File: config.mk
export PLATFORM = sky130hd
export DESIGN_NAME = ysyx_22040125_mem_arbiter
export DESIGN_NICKNAME = d
export VERILOG_FILES = /design/src/rtl/ysyx_22040125_mem_arbiter.sv
export SDC_FILE = /design/constraint.sdc
export NUM_CORES = 1
export LEC_CHECK = 0
export CAP_MARGIN = 20
export CORE_AREA = 2 2 205 207
export DETAILED_ROUTE_END_ITERATION = 7
export DIE_AREA = 0 0 207 209
export DONT_BUFFER_PORTS = 1
export PLACE_DENSITY_LB_ADDON = 0.15
export SLEW_MARGIN = 20
export SYNTH_ARGS = -nofsm -noshare
export SYNTH_HDL_FRONTEND = slang
export SYNTH_SLANG_ARGS = --single-unit
File: constraint.sdc
create_clock -name aclk -period 3.7 [get_ports aclk]
set_input_delay 0.74 -clock aclk [delete_from_list [all_inputs] [get_ports aclk]]
set_output_delay 0.74 -clock aclk [all_outputs]
set_load 0.02 [all_outputs]
File: src/rtl/ysyx_22040125_mem_arbiter.sv
`default_nettype none
// ============================================================================
// Module      : ysyx_22040125_mem_arbiter
// Description : Serialises IFU and LSU requests onto the single CPU-side port
//               of the AXI bridge. The winner's request is captured into
//               holding registers. The matching bridge enable is held until
//               completion, and the response is routed back to its owner.
//               A per-transaction watchdog turns a hung transaction into an
//               error response.
// Config      : ARB_ROUND_ROBIN_EN - when defined, a tie is granted to the
//               requester that did not win last; otherwise LSU wins ties.
// Revision    : 1.0 - initial release
// ============================================================================
module ysyx_22040125_mem_arbiter #(
    parameter int unsigned TIMEOUT = 1023
) (
    input  logic        aclk,
    input  logic        aresetn,
    // instruction-fetch requester
    input  logic        ifu_req,
    input  logic [31:0] ifu_addr,
    output logic        ifu_ready,
    output logic        ifu_rvalid,
    output logic [31:0] ifu_rdata,
    output logic        ifu_err,
    // load/store requester
    input  logic        lsu_req,
    input  logic        lsu_we,
    input  logic [31:0] lsu_addr,
    input  logic [63:0] lsu_wdata,
    input  logic [7:0]  lsu_wmask,
    input  logic [2:0]  lsu_size,
    output logic        lsu_ready,
    output logic        lsu_done,
    output logic [63:0] lsu_rdata,
    output logic        lsu_err,
    // AXI bridge CPU-side port
    output logic        inst_r_en,
    output logic        data_r_en,
    output logic        data_w_en,
    output logic [31:0] inst_addr,
    output logic [31:0] data_r_addr,
    output logic [31:0] data_w_addr,
    output logic [63:0] data_w,
    output logic [7:0]  data_w_mask,
    output logic [2:0]  cpu_arsize,
    output logic [2:0]  cpu_awsize,
    input  logic        inst_r_valid,
    input  logic        data_r_valid,
    input  logic        data_w_valid,
    input  logic [31:0] inst_r,
    input  logic [63:0] data_r
);

    typedef enum logic [1:0] {
        ST_IDLE     = 2'd0,
        ST_IFU_BUSY = 2'd1,
        ST_LSU_RD   = 2'd2,
        ST_LSU_WR   = 2'd3
    } state_t;

    localparam logic       GRANT_IFU = 1'b0;
    localparam logic       GRANT_LSU = 1'b1;
    localparam logic [2:0] IFU_SIZE  = 3'b010;
    // The counter holds the number of busy cycles already completed, so the
    // abort fires in the TIMEOUT-th busy cycle and the response follows it.
    localparam logic [9:0] WDOG_LAST = 10'(TIMEOUT - 1);

    state_t      state_q, state_d;
    logic [9:0]  wdog_q, wdog_d;
    logic        last_grant_q, last_grant_d;
    logic [31:0] hold_addr_q, hold_addr_d;
    logic [63:0] hold_wdata_q, hold_wdata_d;
    logic [7:0]  hold_wmask_q, hold_wmask_d;
    logic [2:0]  hold_size_q, hold_size_d;
    logic        ifu_rvalid_q, ifu_rvalid_d;
    logic        ifu_err_q, ifu_err_d;
    logic [31:0] ifu_rdata_q, ifu_rdata_d;
    logic        lsu_done_q, lsu_done_d;
    logic        lsu_err_q, lsu_err_d;
    logic [63:0] lsu_rdata_q, lsu_rdata_d;

    logic grant_ifu;
    logic grant_lsu;
    logic wdog_expired;

    assign wdog_expired = (wdog_q == WDOG_LAST);

    // Choose the winner in IDLE; a lone requester is always granted at once.
    always_comb begin
        grant_ifu = 1'b0;
        grant_lsu = 1'b0;
        if (state_q == ST_IDLE) begin
            if (ifu_req && lsu_req) begin
`ifdef ARB_ROUND_ROBIN_EN
                grant_lsu = (last_grant_q == GRANT_IFU);
                grant_ifu = (last_grant_q == GRANT_LSU);
`else
                grant_lsu = 1'b1;
`endif
            end else begin
                grant_ifu = ifu_req;
                grant_lsu = lsu_req;
            end
        end
    end

    assign ifu_ready = grant_ifu;
    assign lsu_ready = grant_lsu;

    // Next-state, capture, watchdog and response computation.
    always_comb begin
        state_d      = state_q;
        wdog_d       = wdog_q;
        last_grant_d = last_grant_q;
        hold_addr_d  = hold_addr_q;
        hold_wdata_d = hold_wdata_q;
        hold_wmask_d = hold_wmask_q;
        hold_size_d  = hold_size_q;
        ifu_rvalid_d = 1'b0;
        ifu_err_d    = 1'b0;
        ifu_rdata_d  = ifu_rdata_q;
        lsu_done_d   = 1'b0;
        lsu_err_d    = 1'b0;
        lsu_rdata_d  = lsu_rdata_q;

        case (state_q)
            ST_IDLE: begin
                if (grant_ifu) begin
                    state_d      = ST_IFU_BUSY;
                    wdog_d       = 10'd0;
                    last_grant_d = GRANT_IFU;
                    hold_addr_d  = ifu_addr;
                    hold_wdata_d = 64'h0;
                    hold_wmask_d = 8'h0;
                    hold_size_d  = IFU_SIZE;
                end else if (grant_lsu) begin
                    state_d      = lsu_we ? ST_LSU_WR : ST_LSU_RD;
                    wdog_d       = 10'd0;
                    last_grant_d = GRANT_LSU;
                    hold_addr_d  = lsu_addr;
                    hold_wdata_d = lsu_wdata;
                    hold_wmask_d = lsu_wmask;
                    hold_size_d  = lsu_size;
                end
            end
            ST_IFU_BUSY: begin
                if (inst_r_valid) begin
                    state_d      = ST_IDLE;
                    ifu_rvalid_d = 1'b1;
                    ifu_rdata_d  = inst_r;
                end else if (wdog_expired) begin
                    state_d      = ST_IDLE;
                    ifu_rvalid_d = 1'b1;
                    ifu_err_d    = 1'b1;
                    ifu_rdata_d  = 32'h0;
                end else begin
                    wdog_d = wdog_q + 10'd1;
                end
            end
            ST_LSU_RD: begin
                if (data_r_valid) begin
                    state_d     = ST_IDLE;
                    lsu_done_d  = 1'b1;
                    lsu_rdata_d = data_r;
                end else if (wdog_expired) begin
                    state_d     = ST_IDLE;
                    lsu_done_d  = 1'b1;
                    lsu_err_d   = 1'b1;
                    lsu_rdata_d = 64'h0;
                end else begin
                    wdog_d = wdog_q + 10'd1;
                end
            end
            ST_LSU_WR: begin
                // A store returns no data, so the load-data register keeps
                // the last read value on success.
                if (data_w_valid) begin
                    state_d    = ST_IDLE;
                    lsu_done_d = 1'b1;
                end else if (wdog_expired) begin
                    state_d     = ST_IDLE;
                    lsu_done_d  = 1'b1;
                    lsu_err_d   = 1'b1;
                    lsu_rdata_d = 64'h0;
                end else begin
                    wdog_d = wdog_q + 10'd1;
                end
            end
            default: state_d = ST_IDLE;
        endcase
    end

    // State and datapath registers; reset abandons any transaction silently.
    always_ff @(posedge aclk) begin
        if (!aresetn) begin
            state_q      <= ST_IDLE;
            wdog_q       <= 10'd0;
            last_grant_q <= GRANT_IFU;
            hold_addr_q  <= 32'h0;
            hold_wdata_q <= 64'h0;
            hold_wmask_q <= 8'h0;
            hold_size_q  <= 3'b000;
            ifu_rvalid_q <= 1'b0;
            ifu_err_q    <= 1'b0;
            ifu_rdata_q  <= 32'h0;
            lsu_done_q   <= 1'b0;
            lsu_err_q    <= 1'b0;
            lsu_rdata_q  <= 64'h0;
        end else begin
            state_q      <= state_d;
            wdog_q       <= wdog_d;
            last_grant_q <= last_grant_d;
            hold_addr_q  <= hold_addr_d;
            hold_wdata_q <= hold_wdata_d;
            hold_wmask_q <= hold_wmask_d;
            hold_size_q  <= hold_size_d;
            ifu_rvalid_q <= ifu_rvalid_d;
            ifu_err_q    <= ifu_err_d;
            ifu_rdata_q  <= ifu_rdata_d;
            lsu_done_q   <= lsu_done_d;
            lsu_err_q    <= lsu_err_d;
            lsu_rdata_q  <= lsu_rdata_d;
        end
    end

    assign ifu_rvalid = ifu_rvalid_q;
    assign ifu_err    = ifu_err_q;
    assign ifu_rdata  = ifu_rdata_q;
    assign lsu_done   = lsu_done_q;
    assign lsu_err    = lsu_err_q;
    assign lsu_rdata  = lsu_rdata_q;

    // Bridge side is a pure decode of the state and holding registers, so
    // every field is stable for the whole transaction and zero when unused.
    assign inst_r_en   = (state_q == ST_IFU_BUSY);
    assign data_r_en   = (state_q == ST_LSU_RD);
    assign data_w_en   = (state_q == ST_LSU_WR);
    assign inst_addr   = inst_r_en ? hold_addr_q : 32'h0;
    assign data_r_addr = data_r_en ? hold_addr_q : 32'h0;
    assign data_w_addr = data_w_en ? hold_addr_q : 32'h0;
    assign data_w      = data_w_en ? hold_wdata_q : 64'h0;
    assign data_w_mask = data_w_en ? hold_wmask_q : 8'h0;
    assign cpu_arsize  = (inst_r_en || data_r_en) ? hold_size_q : 3'b000;
    assign cpu_awsize  = data_w_en ? hold_size_q : 3'b000;

endmodule
`default_nettype wire
==> results.sh, run 1 <==
export IMPL_postCtsHoldBufs=0
export IMPL_numCtsBuffers=27
export IMPL_grt_total_usage_pct=12.9
export IMPL_synth_edf_count=0
export IMPL_rrSetupSlack_ns=1.01
export IMPL_power_frac_clock_pct=44.6
export IMPL_ir_worst_vdd_uv=309
export IMPL_hold_ws_ns=0.276
export IMPL_fin_setup_tns_ns=0
export IMPL_clk_pin_slew_worst_paths_ns=0.06
export IMPL_skew_ns=0.0284
export IMPL_route_detailed_drc=0
export IMPL_rr_endpoint="lsu_rdata[43]$_SDFFE_PN0P_"
export IMPL_syn_to_final_growth_pct=16.5
export IMPL_wl_per_cell_microns=20.8
export IMPL_p_comb_share_pct=10.5
export IMPL_cp_required_ns=2.96
export IMPL_finalHoldViolations=0
export IMPL_ys_top_cells_by_area="dfxtp_1 (50%), and2_1 (13%), a22o_1 (9.6%), a22oi_1 (6.3%), nor2_1 (4.7%)"
export IMPL_min_path_type="input pin to register"
export IMPL_cp_max_fo=78
export IMPL_final_layout_size_suffix_gt1_share_pct=8.58
export IMPL_antenna_found_initial=4
export IMPL_antenna_left=0
export IMPL_yosys_most_used_dff="dfxtp_1"
export IMPL_maxSlewViolCount=0
export IMPL_start_kind="register"
export IMPL_fp_dieW_microns=207
export IMPL_setup_slack_ns=0.502
export IMPL_gp_congestion=0.743
export IMPL_synthCells=913
export IMPL_synth_seq_cells=219
export IMPL_synth_warnings=0
export IMPL_io_pins=522
export IMPL_cts_root_buf="clkbuf_16"
export IMPL_grt_start_max_net_pins=111
export IMPL_synth_most_common_cell="dfxtp_1"
export IMPL_pre_cts_slack_ns=0.955
export IMPL_p_seq_share_pct=44.9
export IMPL_worstSetupPathType="register to output pin"
export IMPL_worstPathArrival_ns=2.46
export IMPL_cts_buffer_depth=3
export IMPL_dieArea_sq_um=43300
export IMPL_rsz0062_at_grt="no"
export IMPL_power_internal_mw=4.34
export IMPL_min_period_over_period_pct=86.4
export IMPL_h_tree_depth=1
export IMPL_vias_per_cell=4.68
export IMPL_synth_top_area_share_pct=50.0
export IMPL_post_cts_setup_buffers=0
export IMPL_period_minus_slack_ns=3.20
export IMPL_synth_common_cells="dfxtp_1 (219), and2_1 (176), nor2_1 (109), a22o_1 (96), a22oi_1 (74)"
export IMPL_synth_nets=1162
export IMPL_nFillCells=4413
export IMPL_relSlewSlack_pct=43.6
export IMPL_dp_hpwl_microns=21300
export IMPL_firstDrtPassIters=4
export IMPL_syn_area_sq_um=8770
export IMPL_swShare_pct=27.4
export IMPL_clock_latency_ns=0.55
export IMPL_core_area_sq_um=41300
export IMPL_setup_violations=0
export IMPL_crit_path_end="data_w_addr[8]"
export IMPL_cts_sinks=219
export IMPL_grt_pass1_vias=6696
export IMPL_start_util_pct=21.3
export IMPL_port_buffers=0
export IMPL_cts_tree="done"
export IMPL_leakagePower_nw=3.98
export IMPL_rr_startpoint="state_q[0]$_SDFFE_PN0P_"
export IMPL_die_height_microns=209
export IMPL_r2r_cells=5
export IMPL_overflow=0
export IMPL_wl_microns=29900
export IMPL_fmax_ghz=0.313
export IMPL_synthDistinctLibCells=38
export IMPL_cap_violations=0
export IMPL_finalNetCount=1125
export IMPL_seq_area_frac_synth_pct=50.0
export IMPL_p_sw_mw=1.64
export IMPL_pwr_density_cell_nw_per_um2=585
export IMPL_crit_path_start="state_q[0]$_SDFFE_PN0P_"
export IMPL_grt_pass1_wl_microns=43800
export IMPL_end_kind="output pin"
export IMPL_cts_repair_resized=0
export IMPL_drt_iter0_markers=413
export IMPL_worst_pin_slew_ns=0.846
export IMPL_outcome="complete, no violations"
export IMPL_core_rowCount=75
export IMPL_avgSynthCellArea_sq_um=9.61
export IMPL_async_reset_ff_share_pct=0
export IMPL_yosys_area_top_type="dfxtp_1"
export IMPL_vias=6731
[cells by family after synthesis]
family                     Yosys count  share of synthesized area, %
DFF                                219                          50.0
muxes                               32                          3.65
buffers and inverters               95                          4.22
and+or+nand+nor                    323                          19.9
AOI/OAI and AO/OA                  238                          21.4
adders and majority gates            6                         0.856
[power groups by stage]
stage / logic (mW) / registers (mW) / clock network, mW
floorplan: 0.507 / 2.68 / 0
global placement: 0.641 / 2.74 / 0
detailed placement: 0.644 / 2.74 / 0
CTS: 0.644 / 2.69 / 2.79
global route: 0.700 / 2.71 / 2.87
finish: 0.629 / 2.69 / 2.67
[sequential cells by signal, indices dropped and copies added, names as in the netlist]
register / count
ifu_rvalid: 1
lsu_err: 1
hold_addr_q: 32
ifu_err: 1
state_q: 2
hold_size_q: 3
lsu_rdata: 64
lsu_done: 1
ifu_rdata: 32
wdog_q: 10
hold_wdata_q: 64
hold_wmask_q: 8
[per-stage QoR]
stage / utilization [%] / instance area (sq um) / instances / power [mW]
2_1_floorplan: - / 8770 / 913 / 3.18
3_3_place_gp: 22.5 / 9300 / 1386 / 3.38
3_5_place_dp: 22.5 / 9300 / 1386 / 3.38
4_1_cts: 24.7 / 10200 / 1436 / 6.13
5_1_grt: 24.8 / 10200 / 1438 / 6.28
6_report: 24.8 / 10200 / 1439 / 5.98
[worst max-delay path, cell delays in order, from the launching register on]
cell	delay (ns)
dfxtp_1	0.42
ha_4	0.71
buf_4	0.43
and2_1	0.30
[per-layer routing]
metal,vias up,wire length (microns),track usage [%]
met5,-,0,0.222
met4,0,802,4.56
met3,43,2740,4.66
met2,348,14200,21.3
met1,3160,12100,15.4
li1,3180,-,-
[layout make-up]
cell class / instances / area [sq um] / area share (%)
Inverter: 15 / 58.8 / 0.575
Clock buffer: 36 / 779 / 7.62
Multi-Input combinational cell: 599 / 4070 / 39.8
Clock inverter: 14 / 138 / 1.35
Sequential cell: 219 / 4380 / 42.9
Antenna cell: 3 / 7.51 / 0.0734
Timing Repair Buffer: 14 / 118 / 1.15
Tap cell: 539 / 674 / 6.60
[placed cells by master (no fill, tap or decap), types with 2 or more instances in the layout]
cell       netlist  routed
or4_1            8       8
a21oi_1         12      11
or3b_2           2       2
clkinv_2         0       7
mux2i_1         32      32
ha_1             6       4
bufinv_16        0       2
diode_2          0       3
nand4_1          5       5
nor2_1         109     108
a22o_1          96      96
nand3_1          2       2
inv_1           15      13
nand2b_1         2       2
buf_4            0      13
inv_6            0       2
clkbuf_8         0       7
nor4_1           2       2
and2_1         176     176
clkinv_4         0       2
o21ai_0          7       6
dfxtp_1        219     219
a22oi_1         74      74
clkbuf_1        59       2
o31ai_1          8       8
a211oi_1        32      32
clkbuf_16        0      27
nand2_1          9       9
o221a_2          2       2
[worst min-delay path by stage]
| stage | start | end | slack, ns | cells past startpoint |
|---|---|---|---|---|
| finish | inst_r_valid | ifu_err$_SDFF_PP0_ | 0.28 | 1 |
| global route | inst_r_valid | ifu_err$_SDFF_PP0_ | 0.25 | 1 |
| CTS | inst_r_valid | ifu_err$_SDFF_PP0_ | 0.23 | 1 |
| detailed placement | hold_wdata_q[24]$_SDFFE_PN0P_ | hold_wdata_q[24]$_SDFFE_PN0P_ | 0.48 | 2 |
| global placement | hold_wmask_q[6]$_SDFFE_PN0P_ | hold_wmask_q[6]$_SDFFE_PN0P_ | 0.47 | 2 |
| floorplan | wdog_q[9]$_SDFFE_PN0P_ | wdog_q[9]$_SDFFE_PN0P_ | 0.45 | 2 |
Note: power is estimated with default switching activity, not from simulation.
==> inputs of run 2 (changes only) <==
--- a/config.mk
+++ b/config.mk
@@ -7,6 +7,7 @@
 export LEC_CHECK = 0
 export CAP_MARGIN = 20
 export CORE_AREA = 2 2 205 207
+export CTS_BUF_LIST = sky130_fd_sc_hd__clkbuf_4
 export DETAILED_ROUTE_END_ITERATION = 7
 export DIE_AREA = 0 0 207 209
 export DONT_BUFFER_PORTS = 1
==> results.sh, run 2 (synthesized netlist as in run 1, its figures left out) <==
export IMPL_antenna_left=0
export IMPL_core_rowCount=75
export IMPL_wl_per_cell_microns=20.3
export IMPL_fin_setup_tns_ns=0
export IMPL_die_height_microns=209
export IMPL_vias=7083
export IMPL_pwr_density_cell_nw_per_um2=566
export IMPL_crit_chain="ha_4 -> buf_4 -> and2_1"
export IMPL_dp_hpwl_microns=21300
export IMPL_rrSetupSlack_ns=0.99
export IMPL_clock_latency_ns=0.72
export IMPL_cp_top_family="adder cells"
export IMPL_rsz0062_at_grt="no"
export IMPL_overflow=0
export IMPL_numCtsBuffers=70
export IMPL_dieArea_sq_um=43300
export IMPL_maxSlewViolCount=0
export IMPL_min_from="inst_r[8]"
export IMPL_grt_pass1_wl_microns=45200
export IMPL_end_kind="output pin"
export IMPL_cp_max_fo=78
export IMPL_busiest_layer="met2"
export IMPL_grt_total_usage_pct=13.6
export IMPL_skew_ns=0.0392
export IMPL_finalNetCount=1177
export IMPL_ir_worst_vdd_uv=233
export IMPL_r2r_cells=5
export IMPL_grt_use_met1_pct=15.1
export IMPL_grt_start_max_net_pins=111
export IMPL_vias_per_cell=4.66
export IMPL_cts_buffer_depth=3
export IMPL_layout_commonest_cell="dfxtp_1"
export IMPL_final_layout_size_suffix_gt1_share_pct=13.3
export IMPL_use_met2_pct=21.6
export IMPL_cts_sinks=219
export IMPL_start_kind="register"
export IMPL_start_util_pct=21.3
export IMPL_cp_required_ns=2.96
export IMPL_whs_path_depth=1
export IMPL_rr_startpoint="state_q[0]$_SDFFE_PN0P_"
export IMPL_cap_violations=0
export IMPL_grt_pass1_vias=7142
export IMPL_outcome="complete, no violations"
export IMPL_rr_endpoint="lsu_rdata[24]$_SDFFE_PN0P_"
export IMPL_wl_microns=30900
export IMPL_holdPathEnd="ifu_rdata[8]$_SDFFE_PN0P_"
export IMPL_period_minus_slack_ns=3.40
export IMPL_worstPathArrival_ns=2.66
export IMPL_worst_pin_slew_ns=0.849
export IMPL_gp_congestion=0.743
export IMPL_io_pins=522
export IMPL_core_area_sq_um=41300
export IMPL_finalHoldViolations=0
export IMPL_relSlewSlack_pct=43.4
export IMPL_syn_to_final_growth_pct=17.2
export IMPL_worstSetupPathType="register to output pin"
export IMPL_port_buffers=0
export IMPL_drt_iter0_markers=366
export IMPL_h_tree_depth=3
export IMPL_clk_pin_slew_worst_paths_ns=0.06
export IMPL_cts_root_buf="clkbuf_4"
export IMPL_path_buf_inv=1
export IMPL_use_met3_pct=6.67
export IMPL_layout_common_cells="dfxtp_1 (219), and2_1 (176), nor2_1 (108)"
export IMPL_min_path_type="input pin to register"
export IMPL_min_period_over_period_pct=91.8
export IMPL_antenna_found_initial=5
export IMPL_firstDrtPassIters=4
export IMPL_route_detailed_drc=0
export IMPL_leakagePower_nw=4.09
export IMPL_slowest_stage="ha_4"
export IMPL_hold_ws_ns=0.152
export IMPL_critPathMaxStageDelay_ns=0.73
export IMPL_cts_tree="done"
export IMPL_fp_dieW_microns=207
export IMPL_fmax_ghz=0.294
export IMPL_setup_violations=0
==> run 2: final cells by class <==
type / count / area (sq um)
fill: 4465 / 31000
sequential: 219 / 4380
multi-input combinational: 599 / 4070
clock buffer: 92 / 691
tap: 539 / 674
timing repair buffer: 23 / 208
clock inverter: 30 / 196
inverter: 15 / 58.8
antenna: 4 / 10.0
==> run 2: through the flow <==
step	worst slack, ns	cell area (sq um)	total power, mW	cells	util, %
floorplan	1.30	8770	3.18	913	-
global placement	0.943	9300	3.38	1386	22.5
detailed placement	0.955	9300	3.38	1386	22.5
CTS	0.119	10300	5.98	1517	24.9
global route	0.0327	10300	6.16	1520	24.9
finish	0.303	10300	5.82	1521	24.9
==> run 2: routing by layer <==
| layer | wire length, microns | vias up |
|---|---|---|
| met1 | 12100 | 3308 |
| met4 | 1240 | 0 |
| met5 | 0 | - |
| met2 | 14300 | 388 |
| li1 | - | 3317 |
| met3 | 3210 | 70 |
==> run 2: report_power, final <==
part | total, mW | switching (mW) | internal, mW | leakage [nW]
Clock | 2.50 | 1.13 | 1.37 | 0.523
Combinational | 0.638 | 0.422 | 0.217 | 1.78
Sequential | 2.69 | 0.173 | 2.51 | 1.79
==> run 2: how the worst max path moves through the flow <==
stage | startpoint | to | slack, ns | cells past startpoint
floorplan | state_q[0]$_SDFFE_PN0P_ | data_w[43] | 1.30 | 5
global placement | state_q[0]$_SDFFE_PN0P_ | lsu_rdata[33]$_SDFFE_PN0P_ | 0.94 | 5
detailed placement | state_q[0]$_SDFFE_PN0P_ | lsu_rdata[36]$_SDFFE_PN0P_ | 0.95 | 5
CTS | state_q[0]$_SDFFE_PN0P_ | data_w_addr[8] | 0.12 | 3
global route | state_q[0]$_SDFFE_PN0P_ | data_w_addr[8] | 0.03 | 3
finish | state_q[0]$_SDFFE_PN0P_ | data_w_addr[8] | 0.30 | 3
==> run 2: what timing repair did <==
action	4_1_cts	5_1_grt
endpoints found under the hold margin	9	0
gates resized for setup	0	0
hold buffers	9	0
buffers inserted	0	0
==> inputs of run 3 (changes only) <==
==> constraint.sdc (replaced) <==
create_clock -name aclk -period 3.2 [get_ports aclk]
set_input_delay 0.64 -clock aclk [delete_from_list [all_inputs] [get_ports aclk]]
set_output_delay 0.64 -clock aclk [all_outputs]
set_load 0.02 [all_outputs]
==> results.sh, run 3 (synthesized netlist as in run 1, its figures left out) <==
export IMPL_outcome="complete, no violations"
export IMPL_syn_to_final_growth_pct=36.9
export IMPL_cp_max_fo=92
export IMPL_wl_per_cell_microns=19.7
export IMPL_path_buf_inv=1
export IMPL_io_pins=522
export IMPL_overflow=0
export IMPL_core_rowCount=75
export IMPL_grt_total_usage_pct=14.6
export IMPL_wl_microns=33300
export IMPL_hold_ws_ns=0.130
export IMPL_min_period_over_period_pct=93.0
export IMPL_nFillCells=4324
export IMPL_multi_input_area_sq_um=4080
export IMPL_fmax_ghz=0.336
export IMPL_rr_startpoint="state_q[0]$_SDFFE_PN0P_"
export IMPL_numCtsBuffers=66
export IMPL_whs_path_depth=2
export IMPL_grt_start_max_net_pins=93
export IMPL_ir_worst_vdd_uv=262
export IMPL_clock_latency_ns=0.77
export IMPL_rsz0062_at_grt="no"
export IMPL_grt_pass1_wl_microns=49400
export IMPL_antenna_found_initial=4
export IMPL_end_kind="output pin"
export IMPL_min_path_type="input pin to register"
export IMPL_crit_path_start="state_q[0]$_SDFFE_PN0P_"
export IMPL_die_height_microns=209
export IMPL_layout_common_cells="dfxtp_1 (219), dlygate4sd3_1 (177), and2_1 (176)"
export IMPL_slowest_stage="dfxtp_1"
export IMPL_cap_violations=0
export IMPL_start_util_pct=21.3
export IMPL_setup_violations=0
export IMPL_leakagePower_nw=4.81
export IMPL_finalNetCount=1345
export IMPL_worst_pin_slew_ns=1.06
export IMPL_drt_iter0_markers=361
export IMPL_start_kind="register"
export IMPL_cp_top_family="flip-flops"
export IMPL_period_minus_slack_ns=2.98
export IMPL_firstDrtPassIters=5
export IMPL_regArea_sq_um=4380
export IMPL_rr_endpoint="lsu_rdata[12]$_SDFFE_PN0P_"
export IMPL_crit_chain="ha_4 -> buf_12 -> and2_1"
export IMPL_h_tree_depth=3
export IMPL_dp_hpwl_microns=21900
export IMPL_final_layout_size_suffix_gt1_share_pct=12.0
export IMPL_skew_ns=0.0631
export IMPL_crit_path_end="data_w_addr[4]"
export IMPL_pwr_density_cell_nw_per_um2=580
export IMPL_relSlewSlack_pct=29.2
export IMPL_r2r_cells=6
export IMPL_dieArea_sq_um=43300
export IMPL_fp_dieW_microns=207
export IMPL_grt_pass1_vias=8087
export IMPL_rrSetupSlack_ns=0.60
export IMPL_cts_tree="done"
export IMPL_fin_setup_tns_ns=0
export IMPL_cts_sinks=219
export IMPL_path_depth=3
export IMPL_worstSetupPathType="register to output pin"
export IMPL_critPathMaxStageDelay_ns=0.47
export IMPL_core_area_sq_um=41300
export IMPL_gp_congestion=0.741
export IMPL_layout_commonest_cell="dfxtp_1"
export IMPL_vias=7773
export IMPL_route_detailed_drc=0
export IMPL_maxSlewViolCount=0
export IMPL_cts_root_buf="clkbuf_4"
export IMPL_cts_buffer_depth=3
export IMPL_clk_pin_slew_worst_paths_ns=0.07
export IMPL_cp_required_ns=2.56
export IMPL_worstPathArrival_ns=2.34
export IMPL_finalHoldViolations=0
export IMPL_antenna_left=0
export IMPL_vias_per_cell=4.62
export IMPL_port_buffers=0
-- run 3: power by group --
group	internal [mW]	switching [mW]	total (mW)
Clock	1.63	1.29	2.92
Sequential	2.91	0.204	3.11
Combinational	0.403	0.535	0.938
Total	4.94	2.03	6.97
-- run 3: metrics by stage --
step / cell area [sq um] / total power, mW / std cells / util [%] / setup WS (ns)
finish: 12000 / 6.97 / 1684 / 29.1 / 0.224
global route: 12000 / 7.38 / 1684 / 29.1 / 0.0160
CTS: 12000 / 7.13 / 1677 / 29.0 / 0.00326
detailed placement: 9350 / 3.93 / 1389 / 22.6 / 0.772
global placement: 9350 / 3.92 / 1389 / 22.6 / 0.780
floorplan: 8770 / 3.68 / 913 / - / 0.898
-- run 3: worst min path at each step --
stage	from	to	slack, ns
after floorplan	wdog_q[9]$_SDFFE_PN0P_	wdog_q[9]$_SDFFE_PN0P_	0.45
after global placement	hold_wdata_q[60]$_SDFFE_PN0P_	hold_wdata_q[60]$_SDFFE_PN0P_	0.47
after detailed placement	hold_wdata_q[23]$_SDFFE_PN0P_	hold_wdata_q[23]$_SDFFE_PN0P_	0.48
after CTS	ifu_addr[27]	hold_addr_q[27]$_SDFFE_PN0P_	0.002
after global routing	ifu_addr[27]	hold_addr_q[27]$_SDFFE_PN0P_	0.04
final	lsu_req	state_q[1]$_SDFFE_PN0P_	0.13
-- run 3: repair_timing --
| item | in CTS | in global routing |
|---|---|---|
| setup endpoints to repair | 0 | 42 |
| gates resized for setup | 0 | 1 |
| hold buffers | 177 | 0 |
| hold endpoints to repair | 178 | 0 |
| setup buffers | 0 | 1 |
-- run 3: per-layer routing --
metal	wire (microns)	global-route usage [%]	up-vias
met5	0	0	-
li1	-	-	3655
met4	1430	7.66	0
met2	15500	23.5	393
met1	13200	16.2	3647
met3	3110	6.75	78
-- run 3: cell type report --
type	instances	share of cell area (%)
Sequential cell	219	36.5
Inverter	15	0.489
Multi-Input combinational cell	599	33.9
Tap cell	539	5.61
Antenna cell	6	0.125
Timing Repair Buffer	195	16.2
Clock buffer	98	6.12
Clock inverter	13	1.07
